`src/rtl/pror_decoder_seq.sv`:
```
// Sequenced binary-to-one-hot decoder: buffers (a,v) codes in a FIFO and replays each one
// as a PULSE_LEN-cycle one-hot strobe on y, followed by GAP_LEN idle cycles.
module pror_decoder_seq #(
    parameter int unsigned IW        = 2,
    parameter int unsigned DEPTH     = 4,
    parameter int unsigned PULSE_LEN = 3,
    parameter int unsigned GAP_LEN   = 1
) (
    input  logic                       clk,
    input  logic                       rst,
    input  logic [IW-1:0]              a,
    input  logic                       v,
    output logic                       in_ready,
    output logic [(1<<IW)-1:0]         y,
    output logic                       busy,
    output logic                       done,
    output logic [$clog2(DEPTH+1)-1:0] level
);

    localparam int unsigned YW     = 1 << IW;
    localparam int unsigned LW     = $clog2(DEPTH + 1);
    localparam int unsigned PW     = $clog2(DEPTH);
    localparam int unsigned CntMax = (PULSE_LEN > GAP_LEN) ? PULSE_LEN : GAP_LEN;
    localparam int unsigned CW     = (CntMax > 1) ? $clog2(CntMax) : 1;

    typedef enum logic [1:0] {StIdle, StPulse, StGap} state_e;

    state_e           state_q, state_d;
    logic [CW-1:0]    cnt_q, cnt_d;
    logic [YW-1:0]    y_q, y_d;
    logic             done_q, done_d;
    logic [LW-1:0]    level_q, level_d;
    logic [PW-1:0]    wr_q, wr_d, rd_q, rd_d;
    logic [IW-1:0]    mem_q [DEPTH];
    logic [IW-1:0]    mem_d [DEPTH];
    logic             push, pop;

    // in_ready looks only at the registered level, so a same-cycle pop never frees a slot
    assign in_ready = !rst && (level_q < LW'(DEPTH));
    assign push     = v && in_ready;
    assign pop      = (state_q == StIdle) && (level_q != '0);

    always_comb begin
        mem_d   = mem_q;
        wr_d    = wr_q;
        rd_d    = rd_q;
        level_d = level_q;
        if (push) begin
            mem_d[wr_q] = a;
            wr_d        = wr_q + PW'(1);
        end
        if (pop) begin
            rd_d = rd_q + PW'(1);
        end
        case ({push, pop})
            2'b10:   level_d = level_q + LW'(1);
            2'b01:   level_d = level_q - LW'(1);
            default: level_d = level_q;
        endcase
    end

    always_comb begin
        state_d = state_q;
        cnt_d   = cnt_q;
        y_d     = y_q;
        done_d  = 1'b0;
        case (state_q)
            StIdle: begin
                y_d = '0;
                if (pop) begin
                    y_d     = YW'(1) << mem_q[rd_q];
                    cnt_d   = CW'(PULSE_LEN - 1);
                    state_d = StPulse;
                end
            end
            StPulse: begin
                if (cnt_q == '0) begin
                    y_d     = '0;
                    done_d  = 1'b1;
                    cnt_d   = CW'(GAP_LEN - 1);
                    state_d = StGap;
                end else begin
                    cnt_d = cnt_q - CW'(1);
                end
            end
            StGap: begin
                y_d = '0;
                if (cnt_q == '0) begin
                    state_d = StIdle;
                end else begin
                    cnt_d = cnt_q - CW'(1);
                end
            end
            default: begin
                y_d     = '0;
                state_d = StIdle;
            end
        endcase
    end

    always_ff @(posedge clk) begin
        if (rst) begin
            state_q <= StIdle;
            cnt_q   <= '0;
            y_q     <= '0;
            done_q  <= 1'b0;
            level_q <= '0;
            wr_q    <= '0;
            rd_q    <= '0;
        end else begin
            state_q <= state_d;
            cnt_q   <= cnt_d;
            y_q     <= y_d;
            done_q  <= done_d;
            level_q <= level_d;
            wr_q    <= wr_d;
            rd_q    <= rd_d;
        end
    end

    // Storage needs no reset: occupancy is tracked by level_q and the pointers.
    always_ff @(posedge clk) begin
        mem_q <= mem_d;
    end

    assign y     = y_q;
    assign done  = done_q;
    assign busy  = (state_q != StIdle);
    assign level = level_q;

endmodule
```
`config.mk`:
```
export PLATFORM = sky130hd
export DESIGN_NAME = pror_decoder_seq
export DESIGN_NICKNAME = d
export VERILOG_FILES = /design/src/rtl/pror_decoder_seq.sv
export SDC_FILE = /design/constraint.sdc
export NUM_CORES = 1
export LEC_CHECK = 0
export ABC_AREA = 1
export CORE_MARGIN = 2
export CORE_UTILIZATION = 35
export CTS_CLUSTER_DIAMETER = 40
export DETAILED_ROUTE_END_ITERATION = 8
export DONT_BUFFER_PORTS = 1
export SYNTH_ARGS = -nofsm -noshare
export SYNTH_HDL_FRONTEND = slang
export SYNTH_SLANG_ARGS = --single-unit
```
`constraint.sdc`:
```
create_clock -name clk -period 2.7 [get_ports clk]
set_clock_uncertainty 0.1 [all_clocks]
set_input_delay 0.405 -clock clk [delete_from_list [all_inputs] [get_ports clk]]
set_output_delay 0.405 -clock clk [all_outputs]
set_load 0.01 [all_outputs]
```
# Word-level counts from Yosys, hierarchy flattened
# Cells that the tools add are included.
# Widths: inputs -> output; s select.
[totals]
latch_bits = 0
output_inout_bits = 10
mem_bits_rw = 0
elab_cells = 65
ff_bits = 24
mem_bits_ro = 0
mem_count = 0
[classes]
n_mux = 19
n_reduce_logical = 14
multipliers = 0
addsub = 5
n_lt_le_gt_ge = 4
n_div = 0
n_shift = 1
bitwise_logic = 3
n_eq_ne = 8
[ops]
columns = ["operator", "n"]
rows = [
  ["$mux 2", 9],
  ["$pmux 2 s3", 2],
  ["$bwmux 8", 1],
  ["$mux 4", 2],
  ["$ne 2x2->1 const B", 4],
  ["$pmux 4 s2", 1],
  ["$ge 3x3->1 const B", 2],
  ["$not 2->3", 2],
  ["$pmux 3 s2", 1],
  ["$reduce_and 3->1", 2],
  ["$reduce_bool 3->1", 2],
  ["$add 2x1->2 const B", 2],
  ["$bmux 2 s2", 1],
  ["$demux 2 s2", 1],
  ["$eq 2x1->1 const B", 2],
  ["$eq 2x2->1 const B", 2],
  ["$logic_and 1x1->1", 4],
  ["$logic_not 2->1", 2],
  ["$reduce_bool 2->1", 2],
  ["$shl 1x2->4 const A", 1],
  ["$add 3x1->3 const B", 1],
  ["$lt 3x1->1 const B", 1],
  ["$lt 3x3->1 const B", 1],
  ["$sub 3x1->3 const B", 1],
  ["5 further kinds", 5],
]

# Longest topological paths before layout
[logic_depth]
ltp_word = 7
depth_mapped = 10
depth_no_buf = 10

# Worst setup path before layout
# Ideal clock, no wire load.
[synth_path]
kind = "input to register"
startpoint = "in rst"
endpoint = "reg level_q[2], in the netlist level[2]"
stages = 8
required_ps = 2472
arrival_time_ps = 1849
slack_ps = 624
path_buffers = 1
path_cell_list = "buf_2 > nor2_2 > nand2_2 > ha_1 > fa_1 > o21ai_0 > xor2_1 > nor2_1"
[synth_via]
elab_chain_cells = 5
elab_cells_between_ends = 7
[synth_rtl]
columns = ["item", "line", "rtl"]
rows = [
  ["start, declared", "10", "input logic rst,"],
  ["$logic_not 1->1 *", "39", "assign in_ready = !rst && (level_q < LW'(DEPTH));"],
  ["$logic_and 1x1->1 *", "39", ""],
  ["named net in_ready", "13", "output logic in_ready,"],
  ["$logic_and 1x1->1 *", "40", "assign push = v && in_ready;"],
  ["$eq 2x1->1 / $eq 2x2->1 (equally long branches)", "55", "case ({push, pop})"],
  ["$pmux 3 s2 / $reduce_bool 2->1 (equally long branches)", "-", ""],
  ["end signal, assigned", "115", "level_q <= level_d;"],
  ["end, declared", "32", "logic [LW-1:0] level_q, level_d;"],
]
# Mark *: on every way through the listed nets, which the timed path passes. The rest lies on a longest branch.
# A chain may end at the register's enable or synchronous reset.

# Worst setup path after layout
[layout_path]
startpoint = "reg state_q[0]"
endpoint = "reg level_q[2], in the netlist level[2]"
[layout_via]
elab_chain_cells = 4
elab_cells_between_ends = 6
[layout_rtl]
columns = ["item", "line", "rtl"]
rows = [
  ["start, declared", "28", "state_e state_q, state_d;"],
  ["start signal, assigned", "103", "state_q <= StIdle;"],
  ["start signal, assigned", "111", "state_q <= state_d;"],
  ["$logic_not 2->1 *", "41", "assign pop = (state_q == StIdle) && (level_q != '0);"],
  ["$logic_and 1x1->1 *", "41", ""],
  ["$eq 2x1->1 / $eq 2x2->1 (equally long branches)", "55", ""],
  ["$pmux 3 s2 / $reduce_bool 2->1 (equally long branches)", "-", ""],
]
# Every way passes the cells marked *; elsewhere a longest branch is shown, timed or not.

==> results.json <==
{
  "worstPathRequired_ns": 2.86,
  "first_pass_iters": 4,
  "rows": 21,
  "via_per_inst": 4.55,
  "end_kind": "flop",
  "clockPowerShare_pct": 13.4,
  "hold_viol_final": 0,
  "postSynthCellCount": 154,
  "setup.worst_path.class": "flop to flop",
  "post-cts-setup-buffer-count": 0,
  "grt_setup_unrepaired": "no",
  "wl_per_cell_um": 10.4,
  "cts.path.max_buffers": 2,
  "critPathLaunchType": "flop",
  "fin_crit_ns": 2.18,
  "grt_pass1_vias": 923,
  "ys.warnings.count": 0,
  "dp_hpwl_um": 1660,
  "ys_ff_latch": 24,
  "postRouteAntennaNets": 0,
  "final_nets": 174,
  "clock_latency_ns": 0.31,
  "cellLeakagePower_uw": 0.000577,
  "powerDensity_nw_per_um2": 893,
  "combPwrFrac_pct": 42.3,
  "fp.dieH_um": 64.2,
  "setup_tns_ns": 0,
  "gp_congestion": 0.763,
  "h-tree-depth": 1,
  "hp-class": "primary input to flop",
  "yosysUniqueCellTypes": 25,
  "cts-root-buf": "clkbuf_4",
  "seqPwrFrac_pct": 44.2,
  "via_count": 914,
  "cts_tree": "yes",
  "synth-main-ff-cell": "dfxtp_1",
  "ctsHoldBuffers": 0,
  "status": "completed",
  "syn_area_per_cell_um2": 8.25,
  "antenna_found_initial": 0,
  "arrival_ns": 2.35,
  "fmax_mhz": 458,
  "grt_start_max_net_pins": 18,
  "slew_violations": 0,
  "grt_use_total_pct": 11.7,
  "maxSlewHeadroom_pct": 77.3,
  "portBuffers": 0,
  "path_max_fanout": 5,
  "numCtsBuffers": 3,
  "syn_area_um2": 1270,
  "num_io_pins": 15,
  "clk_transition_reported_paths_ns": 0.14,
  "ys_seq_area_share_pct": 44.1,
  "syn2layout_area_growth_pct": 5.32,
  "initialDrtViolationCount": 22,
  "synth_edf_count": 8,
  "die_w_um": 64.2,
  "peakVddDrop_v": 0.000498,
  "synth_nets": 172,
  "min_period_over_period_pct": 80.8,
  "async_flop_share_pct": 0,
  "final_area_um2": 1340,
  "die_area_um2": 4130,
  "coreArea_um2": 3420,
  "worst_pin_slew_ns": 0.337,
  "grt_pass1_wl_um": 3890,
  "drcViolationCount": 0,
  "p_int_uw": 685,
  "layout-drive-gt1-share_pct": 7.74,
  "diodes": 0,
  "wl_um": 2080,
  "power_switching_uw": 508,
  "initial_core_util_pct": 37.2,
  "clock_sinks": 24,
  "switching_share_pct": 42.6,
  "placed_area_um2": 1310,
  "finalSetupViolCount": 0,
  "maxCapViolations": 0,
  "grt-ovfl-total": 0,
  "post_cts_resized": 0
}
[registers in the layout, indices dropped and copies added, names as in the netlist]
register / count
wr_q: 2
rd_q: 2
done: 1
cnt_q: 2
level: 3
mem_q: 8
state_q: 2
y: 4
[per-layer routing]
| metal | global-route usage [%] | part of all wire [%] | vias to the layer above | routed length (µm) |
|---|---|---|---|---|
| met5 | 0 | 0 | - | 0 |
| met1 | 13.8 | 47 | 404 | 975 |
| met2 | 20.2 | 47 | 14 | 981 |
| met4 | 3.99 | 0.91 | 0 | 19 |
| met3 | 3.52 | 5.1 | 2 | 107 |
| li1 | - | - | 494 | - |
[worst max-delay path, cell delays in order, from the launching register on]
cell and delay, ns:
dfxtp_1 0.41, inv_1 0.09, ha_1 0.25, nand2_2 0.16
inv_2 0.06, ha_1 0.21, fa_1 0.38, a21oi_1 0.13
o21ai_0 0.11, xor2_1 0.15, nor2_1 0.09
[path summary, 6_finish.rpt]
check | start | to | slack [ns] | cells after the start
worst min-delay path | rst | cnt_q[1] | 0.04 | 1
worst max register to register | state_q[0] | level[2] | 0.52 | 10
worst max-delay path | state_q[0] | level[2] | 0.52 | 10
worst min register to register | cnt_q[0] | cnt_q[0] | 0.40 | 2
[layout make-up]
| class | count | area, µm² |
|---|---|---|
| fill | 375 | 2080 |
| clock inverter | 1 | 3.75 |
| tap | 46 | 57.6 |
| multi-input combinational | 102 | 597 |
| sequential | 24 | 561 |
| inverter | 25 | 96.3 |
| clock buffer | 3 | 22.5 |
[power by group through the flow]
stage	registers [µW]	logic [µW]	clock network, µW
floorplan	511	443	0
global placement	532	493	0
detailed placement	539	509	0
CTS	530	512	165
global route	541	600	180
finish	528	505	160
[synthesized netlist by cell type, types with 2 or more instances]
master,number,area share [%]
a211oi_1,2,1.2
a21oi_1,11,4.3
dfxtp_1,16,25
edfxtp_1,8,19
ha_1,12,12
inv_1,22,6.5
inv_2,2,0.59
nand2_1,36,11
nand2_2,2,0.99
nand3_1,13,5.1
nand4_1,2,0.99
nor2_1,9,2.7
nor2_2,2,0.99
nor3_1,3,1.2
o21ai_0,2,0.79
xor2_1,3,2.1
[kinds of logic (layout without fill, tap and decap cells)]
family                   after synthesis  count (layout)  synth area share (%)
AO/OA/AOI/OAI                         17              17                  7.29
XOR/XNOR                               3               3                  2.07
adder cells (fa/ha/maj)               13              13                  13.4
buffers and inverters                 28              29                  8.87
flip-flops                            24              24                  44.1
AND/OR/NAND/NOR                       69              69                  24.2
[cells in the final DEF, fill, tap and decap left out]
cell type,instances
edfxtp_1,8
nand3_1,13
clkinv_1,1
a21oi_1,11
clkbuf_4,3
nand3_2,1
o211ai_1,1
inv_4,1
nor2_4,1
inv_1,22
fa_1,1
nor2_2,2
nand2_1,36
dfxtp_1,16
nand2_2,2
a211oi_1,2
xor2_1,3
nor3_1,3
nor2_1,9
ha_1,12
o21ai_0,2
inv_2,2
nand4_1,2
o21ai_1,1
[stage by stage]
step	hold WS, ns	cells	power, µW	setup slack [ns]	util [%]
floorplan	0.361	154	954	0.624	-
global placement	0.369	197	1020	0.643	38.4
detailed placement	0.378	197	1050	0.529	38.4
CTS	0.0317	201	1210	0.499	39.2
global route	0.0180	201	1320	0.313	39.2
finish	0.0368	201	1190	0.517	39.2
(Power assumes the default switching activity.)
